===== config.mk =====
export PLATFORM = sky130hd
export DESIGN_NAME = serial_pattern_tx_flat
export DESIGN_NICKNAME = d
export VERILOG_FILES = /design/src/rtl/seq_pkg.sv /design/src/rtl/serial_pattern_tx_if.sv /design/src/rtl/piso_shift_reg.sv /design/src/rtl/serial_pattern_tx.sv /design/src/flat_wrapper.sv
export SDC_FILE = /design/constraint.sdc
export NUM_CORES = 1
export LEC_CHECK = 0
export CAP_MARGIN = 10
export CORE_MARGIN = 2
export CORE_UTILIZATION = 53
export CTS_CLUSTER_DIAMETER = 150
export CTS_CLUSTER_SIZE = 20
export DETAILED_ROUTE_END_ITERATION = 7
export GPL_TIMING_DRIVEN = 0
export PLACE_DENSITY = 0.76
export SYNTH_ARGS = -nofsm -noshare
export SYNTH_HDL_FRONTEND = slang
export SYNTH_SLANG_ARGS = --single-unit

===== constraint.sdc =====
create_clock -name clk -period 4.4 [get_ports clk]
set_clock_uncertainty 0.05 [all_clocks]
set_input_delay 1.1 -clock clk [delete_from_list [all_inputs] [get_ports clk]]
set_output_delay 1.1 -clock clk [all_outputs]
set_load 0.02 [all_outputs]

===== src/rtl/seq_pkg.sv =====
`default_nettype none
// ============================================================================
//  Module   : seq_pkg
//  Purpose  : Shared FSM state encoding and detector pattern constant.
//  Revision : 1.0
// ============================================================================
package seq_pkg;

    typedef enum logic [1:0] {
        IDLE  = 2'd0,
        SHIFT = 2'd1,
        GAP   = 2'd2,
        DONE  = 2'd3
    } state_t;

    localparam logic [3:0] PAT_1010 = 4'b1010;

endpackage : seq_pkg
`default_nettype wire


===== src/rtl/serial_pattern_tx_if.sv =====
`default_nettype none
// ============================================================================
//  Module   : serial_pattern_tx_if
//  Purpose  : Control handshake and serial output bundle of the transmitter.
//  Revision : 1.0
// ============================================================================
interface serial_pattern_tx_if #(
    parameter int WIDTH  = 8,
    parameter int REPS_W = 4
);
    logic              start;
    logic [WIDTH-1:0]  pattern;
    logic [REPS_W-1:0] reps;
    logic              ready;
    logic              sout;
    logic              sout_valid;
    logic              frame_start;
    logic              done;

    modport master (
        output start, pattern, reps,
        input  ready, sout, sout_valid, frame_start, done
    );

    modport slave (
        input  start, pattern, reps,
        output ready, sout, sout_valid, frame_start, done
    );
endinterface : serial_pattern_tx_if
`default_nettype wire


===== src/rtl/piso_shift_reg.sv =====
`default_nettype none
// ============================================================================
//  Module   : piso_shift_reg
//  Purpose  : Parallel-load, MSB-first shift register; zeros shift in at LSB.
//  Revision : 1.0
// ============================================================================
module piso_shift_reg #(
    parameter int WIDTH = 8
) (
    input  wire logic             clk,
    input  wire logic             rst,
    input  wire logic             i_load,
    input  wire logic             i_shift,
    input  wire logic [WIDTH-1:0] i_data,
    output logic                  o_msb
);
    logic [WIDTH-1:0] r_data;

    always_ff @(posedge clk or posedge rst) begin
        if (rst) begin
            r_data <= '0;
        end else if (i_load) begin
            r_data <= i_data;
        end else if (i_shift) begin
            r_data <= {r_data[WIDTH-2:0], 1'b0};
        end
    end

    assign o_msb = r_data[WIDTH-1];
endmodule : piso_shift_reg
`default_nettype wire


===== src/rtl/serial_pattern_tx.sv =====
`default_nettype none
// ============================================================================
//  Module   : serial_pattern_tx
//  Purpose  : Sends a captured pattern MSB-first, repeated with optional gaps.
//  Revision : 1.0
// ============================================================================
module serial_pattern_tx
    import seq_pkg::*;
#(
    parameter int WIDTH      = 8,
    parameter int REPS_W     = 4,
    parameter int GAP_CYCLES = 2
) (
    input  wire logic         clk,
    input  wire logic         reset,
    serial_pattern_tx_if.slave bus
);
    localparam int IDX_W = $clog2(WIDTH);
    localparam int GAP_W = (GAP_CYCLES > 0) ? $clog2(GAP_CYCLES + 1) : 1;
    localparam logic [IDX_W-1:0] c_IDX_MAX = IDX_W'(WIDTH - 1);
    localparam logic [GAP_W-1:0] c_GAP_MAX = GAP_W'(GAP_CYCLES - 1);

    state_t            r_state, w_state_nxt;
    logic [IDX_W-1:0]  r_idx, w_idx_nxt;
    logic [REPS_W-1:0] r_reps_left, w_reps_nxt;
    logic [GAP_W-1:0]  r_gap, w_gap_nxt;
    logic [WIDTH-1:0]  r_pattern, w_pattern_nxt;
    logic              r_ready, w_ready_nxt;
    logic              r_valid, w_valid_nxt;
    logic              r_fs, w_fs_nxt;
    logic              r_done, w_done_nxt;
    logic              w_load, w_shift;
    logic [WIDTH-1:0]  w_load_data;
    logic              w_msb;

    always_ff @(posedge clk or posedge reset) begin
        if (reset) begin
            r_state     <= IDLE;
            r_idx       <= '0;
            r_reps_left <= '0;
            r_gap       <= '0;
            r_pattern   <= '0;
            r_ready     <= 1'b1;
            r_valid     <= 1'b0;
            r_fs        <= 1'b0;
            r_done      <= 1'b0;
        end else begin
            r_state     <= w_state_nxt;
            r_idx       <= w_idx_nxt;
            r_reps_left <= w_reps_nxt;
            r_gap       <= w_gap_nxt;
            r_pattern   <= w_pattern_nxt;
            r_ready     <= w_ready_nxt;
            r_valid     <= w_valid_nxt;
            r_fs        <= w_fs_nxt;
            r_done      <= w_done_nxt;
        end
    end

    // Every transition that puts an MSB on the line reloads the shifter
    // and asserts valid/frame_start in the same edge, so there is no bubble.
    always_comb begin
        w_state_nxt   = r_state;
        w_idx_nxt     = r_idx;
        w_reps_nxt    = r_reps_left;
        w_gap_nxt     = r_gap;
        w_pattern_nxt = r_pattern;
        w_ready_nxt   = 1'b0;
        w_valid_nxt   = 1'b0;
        w_fs_nxt      = 1'b0;
        w_done_nxt    = 1'b0;
        w_load        = 1'b0;
        w_shift       = 1'b0;
        w_load_data   = r_pattern;

        case (r_state)
            IDLE: begin
                w_ready_nxt = 1'b1;
                if (bus.start) begin
                    w_state_nxt   = SHIFT;
                    w_pattern_nxt = bus.pattern;
                    w_load_data   = bus.pattern;
                    w_reps_nxt    = (bus.reps == '0) ? '0 : bus.reps - 1'b1;
                    w_idx_nxt     = c_IDX_MAX;
                    w_load        = 1'b1;
                    w_valid_nxt   = 1'b1;
                    w_fs_nxt      = 1'b1;
                    w_ready_nxt   = 1'b0;
                end
            end
            SHIFT: begin
                if (r_idx != '0) begin
                    w_idx_nxt   = r_idx - 1'b1;
                    w_shift     = 1'b1;
                    w_valid_nxt = 1'b1;
                end else if (r_reps_left == '0) begin
                    w_state_nxt = DONE;
                    w_shift     = 1'b1;
                    w_done_nxt  = 1'b1;
                end else begin
                    w_reps_nxt = r_reps_left - 1'b1;
                    if (GAP_CYCLES > 0) begin
                        w_state_nxt = GAP;
                        w_gap_nxt   = c_GAP_MAX;
                        w_shift     = 1'b1;
                    end else begin
                        w_load      = 1'b1;
                        w_idx_nxt   = c_IDX_MAX;
                        w_valid_nxt = 1'b1;
                        w_fs_nxt    = 1'b1;
                    end
                end
            end
            GAP: begin
                if (r_gap == '0) begin
                    w_state_nxt = SHIFT;
                    w_load      = 1'b1;
                    w_idx_nxt   = c_IDX_MAX;
                    w_valid_nxt = 1'b1;
                    w_fs_nxt    = 1'b1;
                end else begin
                    w_gap_nxt = r_gap - 1'b1;
                end
            end
            DONE: begin
                w_state_nxt = IDLE;
                w_ready_nxt = 1'b1;
            end
            default: w_state_nxt = IDLE;
        endcase
    end

    // The shifter empties to zero after the last bit, so sout idles low.
    piso_shift_reg #(
        .WIDTH (WIDTH)
    ) u_piso (
        .clk     (clk),
        .rst     (reset),
        .i_load  (w_load),
        .i_shift (w_shift),
        .i_data  (w_load_data),
        .o_msb   (w_msb)
    );

    assign bus.ready       = r_ready;
    assign bus.sout        = w_msb;
    assign bus.sout_valid  = r_valid;
    assign bus.frame_start = r_fs;
    assign bus.done        = r_done;
endmodule : serial_pattern_tx
`default_nettype wire

===== src/flat_wrapper.sv =====
// flat-port wrapper written by rule: the top's interface ports become plain ports
module serial_pattern_tx_flat import seq_pkg::*;
#(
    parameter int WIDTH      = 8,
    parameter int REPS_W     = 4,
    parameter int GAP_CYCLES = 2
)
  (clk, reset, bus_start, bus_pattern, bus_reps, bus_ready, bus_sout, bus_sout_valid, bus_frame_start, bus_done);
  serial_pattern_tx_if #(.WIDTH(WIDTH), .REPS_W(REPS_W)) bus_i ();
  input  wire logic clk;
  input  wire logic reset;
  input wire logic [$bits(bus_i.start)-1:0] bus_start;
  input wire logic [$bits(bus_i.pattern)-1:0] bus_pattern;
  input wire logic [$bits(bus_i.reps)-1:0] bus_reps;
  output wire logic [$bits(bus_i.ready)-1:0] bus_ready;
  output wire logic [$bits(bus_i.sout)-1:0] bus_sout;
  output wire logic [$bits(bus_i.sout_valid)-1:0] bus_sout_valid;
  output wire logic [$bits(bus_i.frame_start)-1:0] bus_frame_start;
  output wire logic [$bits(bus_i.done)-1:0] bus_done;
  assign bus_i.start = bus_start;
  assign bus_i.pattern = bus_pattern;
  assign bus_i.reps = bus_reps;
  assign bus_ready = bus_i.ready;
  assign bus_sout = bus_i.sout;
  assign bus_sout_valid = bus_i.sout_valid;
  assign bus_frame_start = bus_i.frame_start;
  assign bus_done = bus_i.done;
  serial_pattern_tx #(.WIDTH(WIDTH), .REPS_W(REPS_W), .GAP_CYCLES(GAP_CYCLES)) u_core (.clk(clk), .reset(reset), .bus(bus_i));
endmodule

==> results of run 1 <==
-- cell type report --
cell class / count / area, µm²
fillers: 259 / 1040
inverters: 11 / 41.3
well taps: 44 / 55.1
clock buffers: 6 / 41.3
repair buffers: 20 / 218
multi-input cells: 107 / 821
flip-flops and latches: 31 / 777
plain buffers: 3 / 23.8
clock inverters: 2 / 12.5
-- per-stage QoR --
stage / util / area [µm²] / total power [mW] / setup slack (ns) / hold WS (ns)
finish: 0.657 / 1990 / 1.34 / 1.78 / 0.448
global route: 0.657 / 1990 / 1.46 / 1.74 / 0.481
CTS: 0.648 / 1960 / 1.36 / 1.76 / 0.458
detailed placement: 0.630 / 1910 / 1.19 / 1.65 / 0.435
global placement: 0.630 / 1910 / 1.16 / 1.68 / 0.426
floorplan: - / 1660 / 1.02 / 2.34 / 0.402
-- metal layers --
| metal | routed length [µm] | global-route usage | up-vias | part of all wire |
|---|---|---|---|---|
| met1 | 1300 | 0.214 | 581 | 0.43 |
| li1 | - | - | 580 | - |
| met4 | 63 | 0.0952 | 0 | 0.021 |
| met5 | 0 | 0 | - | 0 |
| met2 | 1540 | 0.346 | 17 | 0.51 |
| met3 | 102 | 0.0649 | 6 | 0.034 |
-- logic make-up after synthesis --
kind of cell,synth area share
adders and majority gates,0.0752
DFF,0.467
muxes,0.129
and+or+nand+nor,0.134
buffers and inverters,0.0391
AOI/OAI and AO/OA,0.156
-- state kept, by name (all words and copies together) (netlist names) --
signal	cells
u_core.bus.done	1
u_core.bus.frame_start	1
u_core.bus.ready	1
u_core.bus.sout_valid	1
u_core.r_gap	2
u_core.r_idx	3
u_core.r_pattern	8
u_core.r_reps_left	4
u_core.r_state	2
u_core.u_piso.r_data	8
-- power groups by stage --
stage | registers [mW] | logic, mW | clock network [mW]
6_report | 0.487 | 0.693 | 0.164
2_1_floorplan | 0.494 | 0.530 | 0
3_3_place_gp | 0.486 | 0.675 | 0
4_1_cts | 0.489 | 0.698 | 0.171
3_5_place_dp | 0.495 | 0.695 | 0
5_1_grt | 0.501 | 0.777 | 0.184
-- cell usage in the layout (no fill, tap or decap), types with 2 or more instances in the layout --
master           synthesis  routed
nor3_1                   4       4
inv_1                   11      11
nor2_1                   8       8
a21o_1                   2       2
mux2i_1                 11      11
or2_2                    2       2
o21ai_0                  9       9
a21oi_1                  5       5
nand2b_1                 2       2
o21a_1                   7       7
nand2_1                 17      17
a22o_1                   2       2
nor2b_1                  3       3
clkdlybuf4s50_1          0      19
clkbuf_4                 0       5
ha_1                    10      10
dfrtp_1                 30      30
mux2_2                   8       8
-- worst paths after layout --
check	start	to	cells past startpoint
min in group asynchronous	reset	u_core.r_state[0]	2
hold reg to reg	u_core.r_reps_left[0]	u_core.r_reps_left[0]	1
max in group asynchronous	reset	u_core.bus.done	3
hold / removal	u_core.r_reps_left[0]	u_core.r_reps_left[0]	1
setup / recovery	u_core.bus.ready	bus_ready	1
setup reg to reg	u_core.r_state[0]	u_core.r_reps_left[2]	6
==> out/qor.csv, run 1 <==
stage,metric,value,unit
sta,Final min period,2.62,ns
critical_path,crit-path max FO,1,
grt,GRT overflow,0,
routing,First-pass DRT Iterations,4,
synth,Mean Syn Cell Area,10.9,µm²
synth,sequential share of the synthesized area,0.467,
power_and_ir_drop,Clock Power Share,0.122,
routing,# DRC,0,
die,Die Span Y,60.0,µm
critical_path,CP max stage delay,0.59,ns
synth,Post-synth EDFFs,0,
routing,Initial DRC Count,34,
power_and_ir_drop,Pint,821,µW
critical_path,slowest CP cell,clkdlybuf4s50_1,
die,num rows,20,
placed_design,DP Wirelength,2220,µm
synth,Synth Flop Type,dfrtp_1,
critical_path,Crit path max-delay family,buffers and inverters,
synth,post-synth top area share,0.451,
critical_path,Critical Path RT,3.25,ns
placed_design,placed cells,215,
critical_path,reg2reg setup slack,2.47,ns
clock_tree,worst skew pair latency,0.34,ns
routing,final wirelength,3010,µm
grt,Total GRT Usage,0.198,
sta,count of final hold-check violations,0,
routing,WL per Instance,13.4,µm
power_and_ir_drop,power per cell area,676,nW/µm²
run,max-cap violation count,0,
synth,Yosys cell types,37,
clock_tree,Clock Sinks,31,
clock_tree,H-tree depth,2,
routing,Vias/cell,5.29,
clock_tree,CTS root buf,clkbuf_4,
die,Core Region,3030,µm²
die,initial core utilization,0.549,
sta,worst-margin pin slew,0.587,ns
clock_tree,Post-CTS Setup Repair Bufs,0,
grt,initial antenna violation count,0,
worst_hold_path,Worst Hold Class,flop to flop,
placed_design,Final GP Congestion,0.768,
clock_tree,CTS tree,built,
power_and_ir_drop,switching power,522,µW
sta,Tcrit/Tclk final,0.594,
synth,cell taking the most area after synthesis,dfrtp_1,
synth,Syn Nets,177,
sta,Fmax achieved,0.382,GHz
sta,Max Slew Vio Count,0,
die,Top-Level Pins,20,
grt,global-route wire length before repair,5120,µm
synth,ys async rst share,1.00,
grt,largest net degree at the start of global routing,32,
power_and_ir_drop,Pleak,0.895,nW
synth,Post-synth top cells,"dfrtp_1 (30), nand2_1 (17), inv_1 (11), mux2i_1 (11), ha_1 (10)",
clock_tree,TritonCTS buffer count,5,
synth,Post-Syn Area,1660,µm²
sta,unrepaired setup endpoints after global routing,false,
final_layout,ANT cells,0,
clock_tree,CTS resizes,0,
power_and_ir_drop,share of total power in sequential cells,0.362,
critical_path,CP bufs+invs,1,
clock_tree,"Clk pin slew, worst setup/hold paths",0.10,ns
power_and_ir_drop,Switching Share,0.389,
placed_design,number of port buffers,19,
final_layout,Layout area overhead,19.6,%
die,Die X,60.0,µm
grt,vias in the first global route,1172,
critical_path,CP Launch Type,flop,
critical_path,CP arrival,1.47,ns
clock_tree,"Hold-fix buffers, CTS",0,
critical_path,CP cell instances,clkdlybuf4s50_1,
routing,Routed Antenna Nets,0,
synth,YS warnings,0,
final_layout,share of layout cells above drive strength 1,0.172,
synth,synth top area cells,"dfrtp_1 (45%), ha_1 (7.5%), mux2i_1 (6.6%)",
critical_path,Setup CP Type,flop to output pin,
synth,most used standard cell by instance count after synthesis,dfrtp_1,
clock_tree,clk buf depth,2,
sta,max_slew headroom,0.609,
sta,Final setup viols,0,
final_layout,Layout Nets,204,
final_layout,Non-Filler Instances,224,
outcome,outcome,"complete, no violations",
synth,Mapped Cells,152,
power_and_ir_drop,VDD IR max,0.370,mV
power_and_ir_drop,combinational share of power,0.515,
routing,Vias,1184,
synth,#FFs+latches synth,31,
die,die area,3600,µm²
sta,Setup TNS,0,ns
critical_path,type of destination of the critical path,output pin,
Note: power is estimated with default switching activity, not from simulation.
==> inputs of run 2 (changes only) <==
CORE_UTILIZATION = 49   (was 53)
PLACE_DENSITY = 0.74   (was 0.76)
clock period = 2.25 ns   (was 4.4 ns; I/O delays follow)
==> out/qor.csv, run 2 (same netlist as run 1, synthesis figures left out) <==
stage,metric,value,unit,change
grt,global-route wire length before repair,5560,µm,+8.6%
routing,final wirelength,3130,µm,+4.0%
clock_tree,CTS resizes,0,,unchanged
placed_design,Final GP Congestion,0.883,,+15%
critical_path,Setup CP Type,flop to output pin,,
final_layout,share of layout cells above drive strength 1,0.172,,unchanged
sta,count of final hold-check violations,0,,unchanged
sta,Final min period,2.05,ns,
placed_design,"Cell Area, Placed",1910,µm²,+0.13%
grt,GRT overflow,0,,unchanged
clock_tree,Post-CTS Setup Repair Bufs,0,,unchanged
routing,Vias/cell,5.27,,-0.38%
power_and_ir_drop,power per cell area,1340,nW/µm²,+98%
routing,WL per Instance,13.8,µm,+3.1%
critical_path,reg2reg setup slack,0.30,ns,-2.17 ns
clock_tree,H-tree depth,2,,unchanged
sta,Tcrit/Tclk final,0.911,,
sta,setup ws final,0.201,ns,-1.58 ns
grt,largest net degree at the start of global routing,32,,unchanged
power_and_ir_drop,VDD IR max,0.674,mV,+82%
run,max-cap violation count,0,,unchanged
placed_design,Setup WS pre-CTS,0.0481,ns,-1.60 ns
critical_path,CP arrival,1.44,ns,-0.03 ns
final_layout,Top Registers,"u_core.r_pattern (8), u_core.u_piso.r_data (8), u_core.r_reps_left (4)",,
critical_path,CP cell instances,clkdlybuf4s50_1,,
sta,Final setup viols,0,,unchanged
routing,Initial DRC Count,70,,+110%
die,Die Span Y,62.3,µm,+3.7%
die,Top-Level Pins,20,,unchanged
routing,Vias,1190,,+0.51%
critical_path,Critical R2R Launch,u_core.r_state[1],,
final_layout,Layout Nets,204,,unchanged
critical_path,CP bufs+invs,1,,unchanged
sta,Setup TNS,0,ns,unchanged
sta,unrepaired setup endpoints after global routing,false,,
die,initial core utilization,0.506,,-0.0429
critical_path,crit-path max FO,1,,unchanged
routing,Routed Antenna Nets,0,,unchanged
final_layout,design area,2000,µm²,+0.44%
clock_tree,TritonCTS buffer count,5,,unchanged
critical_path,slowest CP cell,clkdlybuf4s50_1,,
placed_design,DP Wirelength,2260,µm,+1.9%
clock_tree,worst skew pair latency,0.33,ns,about the same
sta,WHS,0.449,ns,+0.000577 ns
sta,Fmax achieved,0.488,GHz,
placed_design,number of port buffers,19,,unchanged
critical_path,instance count on the critical path,1,,unchanged
die,Die X,62.3,µm,+3.7%
critical_path,worst-case reg-to-reg path depth,7,,+1
final_layout,"most common cell after layout, fill and taps aside",dfrtp_1,,
grt,vias in the first global route,1281,,+9.3%
die,num rows,21,,+5.0%
routing,First-pass DRT Iterations,4,,unchanged
clock_tree,"Clk pin slew, worst setup/hold paths",0.10,ns,about the same
outcome,outcome,"complete, no violations",,
die,Core Region,3280,µm²,+8.5%
clock_tree,CTS root buf,clkbuf_4,,
routing,# DRC,0,,unchanged
die,die area,3880,µm²,+7.6%
critical_path,CP max stage delay,0.59,ns,about the same
clock_tree,clk buf depth,2,,unchanged
worst_hold_path,Worst Hold Class,input pin to asynchronous set/reset pin,,
final_layout,FF/Latch Area,777,µm²,unchanged
critical_path,Crit path max-delay family,buffers and inverters,,
critical_path,Critical Path RT,1.64,ns,-1.61 ns
critical_path,type of destination of the critical path,output pin,,
final_layout,Layout area overhead,20.2,%,
sta,Max Slew Vio Count,0,,unchanged
final_layout,Layout Utilization,0.608,,-0.0486
grt,Total GRT Usage,0.185,,-0.0131
final_layout,most frequent cells in the layout,"dfrtp_1 (30), clkdlybuf4s50_1 (19), nand2_1 (17)",,
clock_tree,Clock Sinks,31,,unchanged
power_and_ir_drop,Pleak,0.902,nW,+0.79%
clock_tree,CTS tree,built,,
final_layout,Fill cells,283,,+9.3%
sta,worst-margin pin slew,0.436,ns,-0.151 ns
sta,max_slew headroom,0.708,,+0.0991
final_layout,ANT cells,0,,unchanged
grt,initial antenna violation count,0,,unchanged
critical_path,r2r endpoint,u_core.r_reps_left[3],,
critical_path,CP Launch Type,flop,,
clock_tree,"Hold-fix buffers, CTS",0,,unchanged
final_layout,area of the multi-input gates,821,µm²,unchanged
==> run 2: cell types whose count changed in the layout (fill, tap and decap cells not counted) <==
cell and change:
clkbuf_8 +1, clkinvlp_4 -1
==> run 2: routing by layer <==
| metal | global-route usage | wire length (µm) | vias to the layer above | share of wire |
|---|---|---|---|---|
| met1 | 0.211 | 1330 | 583 | 0.43 |
| met2 | 0.326 | 1620 | 20 | 0.52 |
| met4 | 0.0806 | 53 | 0 | 0.017 |
| met5 | 0 | 0 | - | 0 |
| li1 | - | - | 583 | - |
| met3 | 0.0507 | 121 | 4 | 0.039 |
==> run 2: cell type report <==
type	count	area share
clock buffer	7	0.0276
tap	46	0.0288
inverter	11	0.0207
buffer	3	0.0119
multi-input combinational	107	0.411
sequential	31	0.389
clock inverter	1	0.00250
timing repair buffer	20	0.109
==> run 2: worst max path at each step <==
stage,from,end,slack (ns)
finish,u_core.bus.ready,bus_ready,0.20
global route,u_core.r_state[1],u_core.r_reps_left[3],0.14
CTS,u_core.bus.ready,bus_ready,0.18
detailed placement,bus_start,u_core.u_piso.r_data[6],0.05
global placement,bus_start,u_core.u_piso.r_data[6],0.07
floorplan,u_core.r_state[0],u_core.r_reps_left[2],0.48
==> run 2: metrics by stage <==
stage / std cells / total power, mW
2_1_floorplan: 152 / 2.00
3_3_place_gp: 217 / 2.27
3_5_place_dp: 217 / 2.34
4_1_cts: 225 / 2.69
5_1_grt: 226 / 2.91
6_report: 226 / 2.67
==> run 2: power by group <==
| group | leakage [nW] | switching, mW | internal [mW] |
|---|---|---|---|
| clock | 0.0353 | 0.191 | 0.151 |
| sequential | 0.362 | 0.130 | 0.818 |
| combinational | 0.505 | 0.710 | 0.670 |
| total | 0.902 | 1.03 | 1.64 |
